`src/rtl/mult_sequencer.sv`:
```
// Control sequencer for an 8-bit shift-add two's-complement multiplier:
// clears X/A, then runs eight add/shift pairs (the last add becomes a subtract).
module mult_sequencer (
  input  logic       Clk,
  input  logic       Reset_n,
  input  logic       Load_Clear,
  input  logic       Run,
  input  logic       M,
  output logic       Ld_B,
  output logic       Clear_XA,
  output logic       Add_En,
  output logic       Sub_En,
  output logic       Shift_En,
  output logic       Busy,
  output logic       Done,
  output logic [2:0] Count
);

  typedef enum logic [2:0] {
    IDLE  = 3'd0,
    CLR   = 3'd1,
    ADD   = 3'd2,
    SHIFT = 3'd3,
    DONE  = 3'd4
  } state_t;

  localparam logic [2:0] LAST_ITER = 3'd7;

  state_t     state_reg;
  state_t     state_next;
  logic [2:0] count_reg;
  logic [2:0] count_next;
  logic       last_iter;

  assign last_iter = (count_reg == LAST_ITER);

  always_ff @(posedge Clk or negedge Reset_n) begin
    if (!Reset_n) begin
      state_reg <= IDLE;
      count_reg <= 3'd0;
    end else begin
      state_reg <= state_next;
      count_reg <= count_next;
    end
  end

  always_comb begin
    state_next = state_reg;
    count_next = count_reg;
    case (state_reg)
      IDLE: begin
        count_next = 3'd0;
        // A pending load always wins over a start request.
        if (Run && !Load_Clear) begin
          state_next = CLR;
        end
      end
      CLR: begin
        count_next = 3'd0;
        state_next = ADD;
      end
      ADD: begin
        state_next = SHIFT;
      end
      SHIFT: begin
        if (last_iter) begin
          count_next = 3'd0;
          state_next = DONE;
        end else begin
          count_next = count_reg + 3'd1;
          state_next = ADD;
        end
      end
      DONE: begin
        count_next = 3'd0;
        if (!Run) begin
          state_next = IDLE;
        end
      end
      default: begin
        count_next = 3'd0;
        state_next = IDLE;
      end
    endcase
  end

  always_comb begin
    Ld_B     = 1'b0;
    Clear_XA = 1'b0;
    Add_En   = 1'b0;
    Sub_En   = 1'b0;
    Shift_En = 1'b0;
    Busy     = 1'b0;
    Done     = 1'b0;
    case (state_reg)
      IDLE: begin
        // Load_Clear passes straight through, so it is gated while reset is held.
        Ld_B     = Load_Clear && Reset_n;
        Clear_XA = Load_Clear && Reset_n;
      end
      CLR: begin
        Clear_XA = 1'b1;
        Busy     = 1'b1;
      end
      ADD: begin
        // The MSB of a two's-complement multiplier carries negative weight.
        Add_En = M && !last_iter;
        Sub_En = M && last_iter;
        Busy   = 1'b1;
      end
      SHIFT: begin
        Shift_En = 1'b1;
        Busy     = 1'b1;
      end
      DONE: begin
        Done = 1'b1;
      end
      default: begin
        Busy = 1'b0;
      end
    endcase
  end

  assign Count = count_reg;

endmodule

```
`config.mk`:
```
export PLATFORM = sky130hd
export DESIGN_NAME = mult_sequencer
export DESIGN_NICKNAME = d
export VERILOG_FILES = /design/src/rtl/mult_sequencer.sv
export SDC_FILE = /design/constraint.sdc
export NUM_CORES = 1
export LEC_CHECK = 0
export ABC_AREA = 1
export BUFFER_PORTS_ARGS = -buffer_cell sky130_fd_sc_hd__buf_2
export CORE_AREA = 2 2 39 41
export DETAILED_ROUTE_END_ITERATION = 8
export DIE_AREA = 0 0 41 43
export HOLD_SLACK_MARGIN = 0.03
export SETUP_SLACK_MARGIN = 0.05
export SLEW_MARGIN = 20
export SYNTH_ARGS = -nofsm -noshare
export SYNTH_HDL_FRONTEND = slang
export SYNTH_SLANG_ARGS = --single-unit
```
`constraint.sdc`:
```
create_clock -name Clk -period 1.7 [get_ports Clk]
set_input_delay 0.34 -clock Clk [delete_from_list [all_inputs] [get_ports Clk]]
set_output_delay 0.34 -clock Clk [all_outputs]
set_load 0.02 [all_outputs]
```
[After elaboration in Yosys (flattened, before gate mapping)]
Index checks and enable logic that the tools add are counted.
Word-level totals
  register bits: 6
  input port bits: 5
Operators by class
  equal/unequal tests: 7
  reduce and logical (&&, ||, !) cells: 9
  $add $sub $neg: 1
  multiplexer cells: 13
Operators with widths (number)
  one-hot mux 3 bit (5 select lines): 1
  2-to-1 mux 3 bit: 4
  equality test 3 x 2 -> 1 bit (second input constant): 2
  equality test 3 bit (second input constant): 2
  2-to-1 mux 1 bit: 6
  one-hot mux 3 bit (2 select lines): 1
  logical AND 1 bit: 4
  != test 2 bit (second input constant): 2
  adder 3 x 1 -> 3 bit (second input constant): 1
  equality test 3 x 1 -> 1 bit (second input constant): 1
  zero test 3 bit: 1
  OR reduction 3 bit: 1
  zero test 1 bit: 2
  one-hot mux 1 bit (2 select lines): 1
  AND reduction 2 bit: 1

[Longest topological paths before layout]
Gate-level depths: netlist (run 1).
  depth after elaboration: 4
  gate-level depth with buffers: 5
  mapped depth without buffers: 5

[Worst setup path after synthesis (run 1)]
No wires, ideal clock.
  path kind: reg-to-output
  start: register count_reg[0] (netlist: Count[0])
  end: output Add_En
  arrival time: 1.397 ns
  setup slack: -0.037 ns
  stages on the path, launching flop included: 4
  cells stage by stage: dfrtp_1 ha_1 ha_1 nor3_1
On the way
  longest elaborated chain between the ends: 4
Ends and longest elaborated chain
  start: declaration: line 31  | logic [2:0] count_reg;
  start signal: assignment: line 43  | count_reg <= count_next;
  equality test 3 bit: line 35  | assign last_iter = (count_reg == LAST_ITER);
  zero test 1 bit: line 107  | Add_En = M && !last_iter;
  logical AND 1 bit: line 107
  2-to-1 mux 1 bit: line 95  | case (state_reg)
  end: declaration: line 11  | output logic Add_En,
Every way passes these cells.

[Final worst setup path (run 1)]
  start: register state_reg[0]
  end: output Add_En
On the way
  longest elaborated chain between the ends: 2
Ends and longest elaborated chain
  start: declaration: line 29  | state_t state_reg;
  start signal: assignment: line 42  | state_reg <= state_next;
  equality test 3 x 2 -> 1 bit: line 95
  2-to-1 mux 1 bit: line 95
Every way passes these cells.

==> flow_summary.rst, run 1 <==
.. list-table::
   :header-rows: 1

   * - Metric
     - Value
   * - Sink Count
     - 6
   * - FF+latch count, synth
     - 6
   * - Total placed cells including tap cells
     - 78
   * - Ports
     - 15
   * - Number of search-and-repair iterations in the first detailed-routing pass
     - 4
   * - Clock slew at the register clock pins of the worst setup and hold paths
     - approximately 0.05 ns
   * - Number of buffers added on ports
     - 14
   * - Least-Margin Pin Slew
     - 0.291 ns
   * - Fmax achieved
     - 0.614 GHz
   * - Synthesized net count
     - 56
   * - Height of the die
     - 43 um
   * - Number of antenna diodes
     - 0
   * - Number of buffers between clock root and the deepest sink
     - 2
   * - Net switching fraction of the power
     - 48.2%
   * - Post-Synthesis Mean Instance Area
     - between 7 and 8 um2
   * - Most frequent standard cell in the layout excluding fill and tap cells
     - sky130_fd_sc_hd__nand2_1
   * - Share of the cycle needed by the critical path after routing
     - between 90% and 100%
   * - Normalized max-slew margin
     - roughly four fifths
   * - Count of cells along the worst hold path
     - 3
   * - Shortest clock period the worst path allows after layout
     - 1.63 ns
   * - Layout Cell Area excl Fill
     - 522 um2
   * - Clk pwr share
     - 14.7%
   * - Global-route wire length before repair
     - 1400 um
   * - Slowest stage cell on the critical path
     - sky130_fd_sc_hd__dfrtp_2
   * - Pin count of the biggest net entering global routing
     - 9
   * - RSZ-0062 raised after global routing
     - yes
   * - P_leak
     - 0.288 nW
   * - Crit start category
     - flip-flop
   * - Core Area
     - 1380 um2
   * - Critical setup path kind
     - flip-flop to output pin
   * - Worst-path maximum fanout
     - 8
   * - Cell area power density
     - between 1500 and 2000 nW/um2
   * - Residual antenna-violating net count after detailed routing
     - 0
   * - Sequential cell area fraction in the yosys report
     - 42.6%
   * - Final setup skew
     - 0.00277 ns
   * - Cell-by-cell listing of the critical path
     - inv_1, nand2_2, nor3_2, buf_4
   * - Final core utilization
     - between 30 and 40%
   * - Critical path endpoint category
     - output pin
   * - Vias post-DR
     - 365
   * - Filler-free cell count of the finished design
     - 85
   * - HPWL Detailed
     - 610 um
   * - Logic gate share of total power
     - a little under three fifths
   * - Cells taking the most area after synthesis
     - sky130_fd_sc_hd__dfrtp_1 43%, sky130_fd_sc_hd__nand2_1 16%, sky130_fd_sc_hd__ha_1 7.1%
   * - Final RePlAce weighted congestion
     - 0.689
   * - Number of max-slew violations in the final report
     - 0
   * - Share of power burned in registers
     - 29.1%
   * - Drt wl/cell
     - 9.99 um
   * - Clock network latency to the later pin of the worst-skew pair
     - 0.25 ns
   * - Root cell of the clock tree
     - sky130_fd_sc_hd__clkbuf_4
   * - Signal arrival time at the worst endpoint
     - ~1.3 ns
   * - Ys Warns
     - 0
   * - Final setup violation count
     - 0
   * - Internal power
     - 0.481 mW
   * - Aggregate global routing overflow
     - 0
   * - Standard-cell rows
     - 14
   * - Worst Hold Path EP
     - state_reg[2]
   * - Result of the run
     - finished clean
   * - Count of H-tree levels built during CTS
     - 1
   * - TritonCTS clock tree
     - built
   * - Worst hold-check path type
     - input pin to flip-flop
   * - Via/cell ratio
     - 4.29
   * - Share of the synthesized area in the top cell type
     - between 40% and 50%
   * - Aggregate global-route resource usage
     - 11.9%
   * - Hold Violations, Final
     - 0
   * - Number of nets at the end of the flow
     - 78
   * - Dpl cell area
     - 440 um2
   * - Capture instance of the worst register-to-register path
     - Count[0]
   * - Maxcap violations
     - 0
   * - Startpoint of the worst-slack reg-to-reg timing path
     - Count[0]
   * - Maximum resistive drop on vdd
     - 0.000862 V
   * - Initial antenna violation count
     - 0
   * - Via count of the first global-routing pass
     - 333
   * - Crit path required time
     - between 1 and 1.5 ns
   * - Horiz. Die Dim
     - 41 um
   * - Worst R2R Setup Slack
     - 0.56 ns
   * - Detailed-route wire length
     - between 800 and 900 um
   * - Area leader, netlist
     - sky130_fd_sc_hd__dfrtp_1
   * - Most used cells in the layout excluding fill and tap cells
     - 15 x sky130_fd_sc_hd__nand2_1, 12 x sky130_fd_sc_hd__buf_2, 5 x sky130_fd_sc_hd__dfrtp_1, 5 x sky130_fd_sc_hd__inv_1, 5 x sky130_fd_sc_hd__buf_4
   * - Fraction of final layout cells with drive strength greater than 1
     - approximately 45%
   * - Remaining DRCs
     - 0
   * - Post-Syn Instances
     - between 40 and 50
   * - Clock buffers created by TritonCTS
     - 3
   * - Overall die area
     - 1760 um2
   * - Switching component of the power
     - 0.448 mW
   * - Effective utilization at floorplan
     - 25.5%
   * - Slowest Stage Delay on Critical Path
     - 0.46 ns
   * - Violation count after the first detailed-route iteration
     - 5
   * - Start point of the worst min-delay path
     - Run
   * - Cells on worst reg2reg path
     - 6
   * - Unique cell type count in the Yosys netlist
     - 13
   * - Synthesis-to-finish area growth
     - 47.9%
   * - Cell area after synthesis
     - 353 um2
## through the flow
stage          hold slack [ns]  setup WS, ns  total power, mW  setup TNS (ns)
2_1_floorplan           0.0444       -0.0365            0.606         -0.0365
3_3_place_gp             0.186         0.207            0.727               0
3_5_place_dp             0.185         0.156            0.728               0
4_1_cts                  0.362        0.0384            0.931               0
5_1_grt                  0.402      -0.00383             1.03        -0.00383
6_report                 0.359        0.0714            0.929               0
## worst max-delay path, delay by kind of cell, from the launching register on
family	cells	cell delay, ns
buf+inv	2	0.31
flops	1	0.46
simple gates	2	0.28
## synth_stat cells
cell type / n
sky130_fd_sc_hd__a21oi_1: 1
sky130_fd_sc_hd__buf_4: 1
sky130_fd_sc_hd__dfrtp_1: 6
sky130_fd_sc_hd__ha_1: 2
sky130_fd_sc_hd__inv_1: 6
sky130_fd_sc_hd__inv_2: 2
sky130_fd_sc_hd__nand2_1: 15
sky130_fd_sc_hd__nand2_2: 2
sky130_fd_sc_hd__nand3_1: 3
sky130_fd_sc_hd__nor2_1: 4
sky130_fd_sc_hd__nor2_2: 1
sky130_fd_sc_hd__nor3_1: 4
sky130_fd_sc_hd__o21ai_0: 2
## kinds of logic after synthesis
kind of cell               after synthesis  synth area share (%)
AOI/OAI and AO/OA                        3                  4.25
adders and majority gates                2                  7.09
DFF                                      6                  42.6
and+or+nand+nor                         29                  35.5
buffers and inverters                    9                  10.6
## routing by layer
metal | track usage (%) | wire [um]
met5 | 0 | 0
met3 | 3.14 | 73
met2 | 16.9 | 385
met4 | 4.00 | 0
met1 | 17.0 | 391
## cell type report
cell class                      count  area (um2)
Inverter                            8        30.0
Tap cell                           16        20.0
Sequential cell                     6         151
Fill cell                         156         862
Clock buffer                        3        22.5
Multi-Input combinational cell     34         190
Timing Repair Buffer               18         108
## what timing repair did
action | CTS | global route
gates resized for setup | 6 | 2
endpoints found under the setup margin | 2 | 3
hold buffers | 1 | 0
buffers inserted | 3 | 0
hold endpoints to repair | 6 | 0
pin swaps | 3 | 0
cloned | 0 | 0
## how the worst max path moves through the flow
stage	startpoint	end	slack (ns)	depth (start not counted)
2_1_floorplan	Count[0]	Add_En	-0.04	3
3_3_place_gp	Count[0]	Add_En	0.21	4
3_5_place_dp	Count[0]	Add_En	0.16	4
4_1_cts	state_reg[0]	Add_En	0.04	4
5_1_grt	state_reg[2]	Add_En	-0.004	6
6_report	state_reg[0]	Add_En	0.07	4
## power groups by stage
stage	logic, mW	registers, mW	clock network (mW)
2_1_floorplan	0.331	0.275	0
3_5_place_dp	0.456	0.272	0
5_1_grt	0.599	0.283	0.146
3_3_place_gp	0.456	0.271	0
6_report	0.521	0.271	0.137
4_1_cts	0.526	0.269	0.137
(Power assumes the default switching activity.)
==> run 2: changes to the inputs <==
CTS_BUF_LIST = sky130_fd_sc_hd__clkbuf_2   (was default)
==> flow_summary.rst, run 2 (synthesis gave the netlist of run 1 again) <==
.. list-table::
   :header-rows: 1

   * - Metric
     - Value
   * - Result of the run
     - finished clean
   * - Filler cell count
     - 155 (-0.64%)
   * - Cells on worst reg2reg path
     - 6 (unchanged)
   * - Worst-path maximum fanout
     - 4 (-4)
   * - Kind of cell adding the most delay to the critical path
     - flip-flops
   * - Shortest clock period the worst path allows after layout
     - 1.60 ns (-0.0283 ns)
   * - Overall die area
     - 1760 um2 (unchanged)
   * - Ports
     - 15 (unchanged)
   * - Least-Margin Pin Slew
     - 0.294 ns (+0.00306 ns)
   * - Via/cell ratio
     - 4.20 (-2.2%)
   * - Aggregate global routing overflow
     - 0 (unchanged)
   * - Root cell of the clock tree
     - sky130_fd_sc_hd__clkbuf_2
   * - Remaining DRCs
     - 0 (unchanged)
   * - Number of nets at the end of the flow
     - 78 (unchanged)
   * - Signal arrival time at the worst endpoint
     - 1.26 ns (-0.03 ns)
   * - Clock network latency to the later pin of the worst-skew pair
     - 0.22 ns (-0.03 ns)
   * - Violation count after the first detailed-route iteration
     - 9 (+4)
   * - Effective utilization at floorplan
     - 25.5% (unchanged)
   * - Most frequent standard cell in the layout excluding fill and tap cells
     - sky130_fd_sc_hd__nand2_1
   * - Count of H-tree levels built during CTS
     - 1 (unchanged)
   * - Horiz. Die Dim
     - 41 um (unchanged)
   * - Detailed-route wire length
     - 845 um (-0.47%)
   * - GR Layer Usage met1
     - 16.7% (-0.33 points)
   * - Global routing's busiest layer
     - met2
   * - Fraction of final layout cells with drive strength greater than 1
     - 44.9% (unchanged)
   * - Number of gates on the worst path with buffers counted
     - 6 (+2)
   * - Number of buffers added on ports
     - 14 (unchanged)
   * - Height of the die
     - 43 um (unchanged)
   * - Most used cells in the layout excluding fill and tap cells
     - 15 x sky130_fd_sc_hd__nand2_1, 12 x sky130_fd_sc_hd__buf_2, 5 x sky130_fd_sc_hd__dfrtp_1, 5 x sky130_fd_sc_hd__inv_1, 5 x sky130_fd_sc_hd__buf_4
   * - Clock slew at the register clock pins of the worst setup and hold paths
     - 0.07 ns (+0.02 ns)
   * - Crit path required time
     - 1.36 ns (about the same)
   * - Aggregate global-route resource usage
     - 11.8% (-0.10 points)
   * - Cell area power density
     - 1740 nW/um2 (-2.1%)
   * - Initial antenna violation count
     - 0 (unchanged)
   * - Maximum resistive drop on vdd
     - 0.000747 V (-13%)
   * - Met2 layer usage reported by global route
     - 16.9% (unchanged)
   * - Vias post-DR
     - 357 (-2.2%)
   * - Hold Violations, Final
     - 0 (unchanged)
   * - Slowest stage cell on the critical path
     - sky130_fd_sc_hd__dfrtp_1
   * - Sink Count
     - 6 (unchanged)
   * - Cell-by-cell listing of the critical path
     - inv_2, nand2_2, inv_2, nand2_2, nor3_2, buf_4
   * - Slowest Stage Delay on Critical Path
     - 0.40 ns (-0.06 ns)
   * - Worst R2R Setup Slack
     - 0.57 ns (about the same)
   * - Met3 demand-to-capacity share in global routing
     - 3.14% (unchanged)
   * - Final RePlAce weighted congestion
     - 0.689 (unchanged)
   * - Number of antenna diodes
     - 0 (unchanged)
   * - Critical setup path kind
     - flip-flop to output pin
   * - Crit start category
     - flip-flop
   * - TritonCTS clock tree
     - built
   * - Worst hold-check path type
     - input pin to flip-flop
   * - Standard-cell rows
     - 14 (unchanged)
   * - Number of max-slew violations in the final report
     - 0 (unchanged)
   * - Aggregate negative setup slack
     - 0 ns (unchanged)
   * - Normalized max-slew margin
     - 80.4% (-0.20 points)
   * - Fmax achieved
     - 0.625 GHz (+1.8%)
   * - Final setup skew
     - 0.00599 ns (+0.00322 ns)
   * - Count of cells along the worst hold path
     - 3 (unchanged)
   * - Core Area
     - 1380 um2 (unchanged)
   * - Residual antenna-violating net count after detailed routing
     - 0 (unchanged)
   * - HPWL Detailed
     - 610 um (unchanged)
   * - Via count of the first global-routing pass
     - 330 (-0.90%)
   * - Synthesis-to-finish area growth
     - 45.7%
   * - Global-route wire length before repair
     - 1390 um (-1.0%)
   * - Crit path buf inv count
     - 3 (+1)
   * - Clock buffers created by TritonCTS
     - 3 (unchanged)
   * - Share of the cycle needed by the critical path after routing
     - 94.1% (-1.7 points)
   * - Final setup violation count
     - 0 (unchanged)
   * - Number of buffers between clock root and the deepest sink
     - 2 (unchanged)
   * - P_leak
     - 0.285 nW (-0.93%)
   * - Maxcap violations
     - 0 (unchanged)
   * - Final hold slack
     - 0.381 ns (+0.0222 ns)
   * - Dpl cell area
     - 440 um2 (unchanged)
   * - Area occupied by registers
     - 151 um2 (unchanged)
   * - Layout Cell Area excl Fill
     - 514 um2 (-1.4%)
   * - Critical path endpoint category
     - output pin
   * - Overall power after layout
     - 0.896 mW (-3.5%)
   * - Pin count of the biggest net entering global routing
     - 9 (unchanged)
   * - Multi-input gate area in the final layout
     - 190 um2 (unchanged)
   * - Drt wl/cell
     - 9.94 um (-0.47%)
   * - RSZ-0062 raised after global routing
     - yes
   * - Number of search-and-repair iterations in the first detailed-routing pass
     - 2 (-2)
==> run 2: per-stage QoR <==
stage | cells | utilization (%) | setup slack, ns
floorplan | 49 | - | -0.0365
global placement | 78 | 31.8 | 0.207
detailed placement | 78 | 31.8 | 0.156
CTS | 85 | 37.1 | 0.0527
global route | 85 | 37.2 | 0.00694
finish | 85 | 37.2 | 0.0997
==> run 2: final timing paths <==
kind,startpoint,end
worst min register to register,state_reg[0],state_reg[0]
worst max-delay path,state_reg[2],Add_En
max in group asynchronous,Reset_n,state_reg[0]
min in group asynchronous,Reset_n,Count[2]
worst max register to register,Count[0],Count[0]
worst min-delay path,Run,state_reg[2]
==> run 2: where the power goes <==
part | switching (mW) | total (mW) | internal, mW
registers | 0.0714 | 0.273 | 0.202
logic | 0.321 | 0.520 | 0.199
clock network | 0.0554 | 0.103 | 0.0480
==> run 2: worst min-delay path, cell delays in order <==
cell and delay [ns]:
sky130_fd_sc_hd__buf_2 0.09, sky130_fd_sc_hd__nand3_1 0.07, sky130_fd_sc_hd__o21ai_0 0.07
==> run 2: cell type report <==
type | count | area share (%)
clock buffer | 3 | 2.92
inverter | 8 | 5.84
multi-input combinational | 34 | 37.0
sequential | 6 | 29.4
tap | 16 | 3.89
timing repair buffer | 18 | 20.9
==> run 2: layer usage <==
layer  share of wire (%)  vias up
met4                   0        0
met1                  45      150
met3                 7.7        0
met2                  47       14
li1                    -      193
met5                   0        -
==> run 2: timing repair <==
action                                  4_1_cts  5_1_grt
endpoints found under the hold margin         6        0
endpoints found under the setup margin        2        3
pin swaps                                     3        0
buffers inserted                              3        0
hold buffers                                  1        0
cloned                                        0        0
gates resized for setup                       6        2
==> run 3: changes to the inputs <==
PLACE_DENSITY = 0.45   (was default)
REMOVE_ABC_BUFFERS = 1   (was default)
==> flow_summary.rst, run 3 (synthesis gave the netlist of run 1 again) <==
.. list-table::
   :header-rows: 1

   * - Metric
     - Value
   * - Number of nets at the end of the flow
     - 78 (unchanged)
   * - Number of buffers between clock root and the deepest sink
     - 2 (unchanged)
   * - Root cell of the clock tree
     - sky130_fd_sc_hd__clkbuf_2
   * - Aggregate global routing overflow
     - 0 (unchanged)
   * - Fmax achieved
     - 0.600 GHz (-4.0%)
   * - Crit start category
     - flip-flop
   * - Overall power after layout
     - 0.964 mW (+7.6%)
   * - Overall die area
     - 1760 um2 (unchanged)
   * - Ports
     - 15 (unchanged)
   * - Effective utilization at floorplan
     - 25.5% (unchanged)
   * - Global-route wire length before repair
     - 1460 um (+5.0%)
   * - Crit path required time
     - 1.36 ns (about the same)
   * - Shortest clock period the worst path allows after layout
     - 1.67 ns (+0.0671 ns)
   * - Aggregate global-route resource usage
     - 12.9% (+1.1 points)
   * - Most used cells in the layout excluding fill and tap cells
     - 15 x sky130_fd_sc_hd__nand2_1, 12 x sky130_fd_sc_hd__buf_2, 5 x sky130_fd_sc_hd__dfrtp_1, 4 x sky130_fd_sc_hd__inv_1, 4 x sky130_fd_sc_hd__buf_4
   * - Number of max-slew violations in the final report
     - 0 (unchanged)
   * - Worst hold-check path type
     - input pin to flip-flop
   * - Startpoint of the worst setup timing path
     - Count[0]
   * - Cell area power density
     - 1780 nW/um2 (+2.1%)
   * - Final RePlAce weighted congestion
     - 0.620 (-10%)
   * - Clock buffers created by TritonCTS
     - 3 (unchanged)
   * - Via/cell ratio
     - 4.39 (+4.5%)
   * - Hold Violations, Final
     - 0 (unchanged)
   * - Final core utilization
     - 39.2% (+2.0 points)
   * - HPWL Detailed
     - 592 um (-2.9%)
   * - Standard-cell rows
     - 14 (unchanged)
   * - TritonCTS clock tree
     - built
   * - RSZ-0062 raised after global routing
     - yes
   * - Layout Cell Area excl Fill
     - 542 um2 (+5.4%)
   * - Least-Margin Pin Slew
     - 0.288 ns (-0.00591 ns)
   * - Violation count after the first detailed-route iteration
     - 6 (-3)
   * - Result of the run
     - finished clean
   * - Final setup violation count
     - 0 (unchanged)
   * - Detailed-route wire length
     - 911 um (+7.8%)
   * - Number of buffers added on ports
     - 14 (unchanged)
   * - Height of the die
     - 43 um (unchanged)
   * - Worst-path maximum fanout
     - 3 (-1)
   * - Initial antenna violation count
     - 0 (unchanged)
   * - Final setup skew
     - 0.00684 ns (+0.000858 ns)
   * - Number of antenna diodes
     - 0 (unchanged)
   * - Share of the cycle needed by the critical path after routing
     - 98.1% (+3.9 points)
   * - Filler cell count
     - 153 (-1.3%)
   * - Drt wl/cell
     - 10.7 um (+7.8%)
   * - Fraction of final layout cells with drive strength greater than 1
     - 47.8% (+2.9 points)
   * - Remaining DRCs
     - 0 (unchanged)
   * - Synthesis-to-finish area growth
     - 53.5%
   * - Maxcap violations
     - 0 (unchanged)
   * - Clock network latency to the later pin of the worst-skew pair
     - 0.23 ns (about the same)
   * - Sink Count
     - 6 (unchanged)
   * - Most frequent standard cell in the layout excluding fill and tap cells
     - sky130_fd_sc_hd__nand2_1
   * - Horiz. Die Dim
     - 41 um (unchanged)
   * - Start point of the worst min-delay path
     - Run
   * - Count of H-tree levels built during CTS
     - 1 (unchanged)
   * - Critical path endpoint category
     - output pin
   * - Signal arrival time at the worst endpoint
     - 1.33 ns (+0.07 ns)
   * - Clock slew at the register clock pins of the worst setup and hold paths
     - 0.07 ns (about the same)
   * - Number of search-and-repair iterations in the first detailed-routing pass
     - 5 (+3)
   * - Core Area
     - 1380 um2 (unchanged)
   * - Normalized max-slew margin
     - 80.8% (+0.40 points)
   * - Pin count of the biggest net entering global routing
     - 9 (unchanged)
   * - Vias post-DR
     - 373 (+4.5%)
   * - Maximum resistive drop on vdd
     - 0.000676 V (-9.6%)
   * - Dpl cell area
     - 435 um2 (-1.1%)
   * - P_leak
     - 0.290 nW (+1.8%)
   * - Via count of the first global-routing pass
     - 371 (+12%)
   * - Residual antenna-violating net count after detailed routing
     - 0 (unchanged)
   * - Critical setup path kind
     - flip-flop to output pin
   * - Startpoint of the worst-slack reg-to-reg timing path
     - Count[0]
[run 3: cell counts in the layout (fill, tap and decap cells not counted)]
No cell type changed its count.
[run 3: metrics by stage]
stage               hold slack [ns]  setup slack [ns]  setup TNS (ns)  instances
detailed placement            0.182             0.199               0         78
global route                  0.403           -0.0386         -0.0386         85
global placement              0.183             0.222               0         78
CTS                           0.367            0.0458               0         84
finish                        0.383            0.0326               0         85
floorplan                    0.0444           -0.0365         -0.0618         48
[run 3: critical path: stages (launching register included)]
cell and delay [ns]:
sky130_fd_sc_hd__dfrtp_1 0.37, sky130_fd_sc_hd__ha_2 0.20, sky130_fd_sc_hd__ha_4 0.17, sky130_fd_sc_hd__inv_4 0.04, sky130_fd_sc_hd__nor3_2 0.16, sky130_fd_sc_hd__buf_4 0.16
[run 3: layout make-up]
cell class	instances	area, um2	area share (%)
Clock buffer	3	15.0	2.77
Inverter	8	35.0	6.47
Multi-Input combinational cell	34	209	38.6
Sequential cell	6	151	27.9
Tap cell	16	20.0	3.70
Timing Repair Buffer	18	111	20.6
[run 3: worst paths after layout]
| check | cells past startpoint | to | slack, ns |
|---|---|---|---|
| hold / removal | 3 | state_reg[2] | 0.38 |
| setup reg to reg | 6 | state_reg[1] | 0.46 |
| min in group asynchronous | 2 | state_reg[1] | 0.52 |
| hold reg to reg | 1 | state_reg[0] | 0.55 |
| max in group asynchronous | 2 | state_reg[0] | 0.94 |
| setup / recovery | 5 | Sub_En | 0.03 |
[run 3: routing by layer]
metal | part of all wire (%) | vias up | track usage [%]
li1 | - | 191 | -
met1 | 42 | 162 | 14.3
met2 | 50 | 18 | 18.8
met3 | 7.9 | 2 | 4.71
met4 | 0.44 | 0 | 10.0
met5 | 0 | - | 0
[run 3: where the power goes]
group | internal, mW | total, mW | switching, mW
sequential | 0.202 | 0.280 | 0.0788
clock | 0.0479 | 0.103 | 0.0553
combinational | 0.227 | 0.581 | 0.354
[run 3: what timing repair did]
action / 4_1_cts / 5_1_grt
pin swaps: 2 / 3
setup endpoints to repair: 2 / 4
setup buffers: 2 / 1
resized for setup: 6 / 11
endpoints found under the hold margin: 6 / 0
hold buffers: 1 / 0
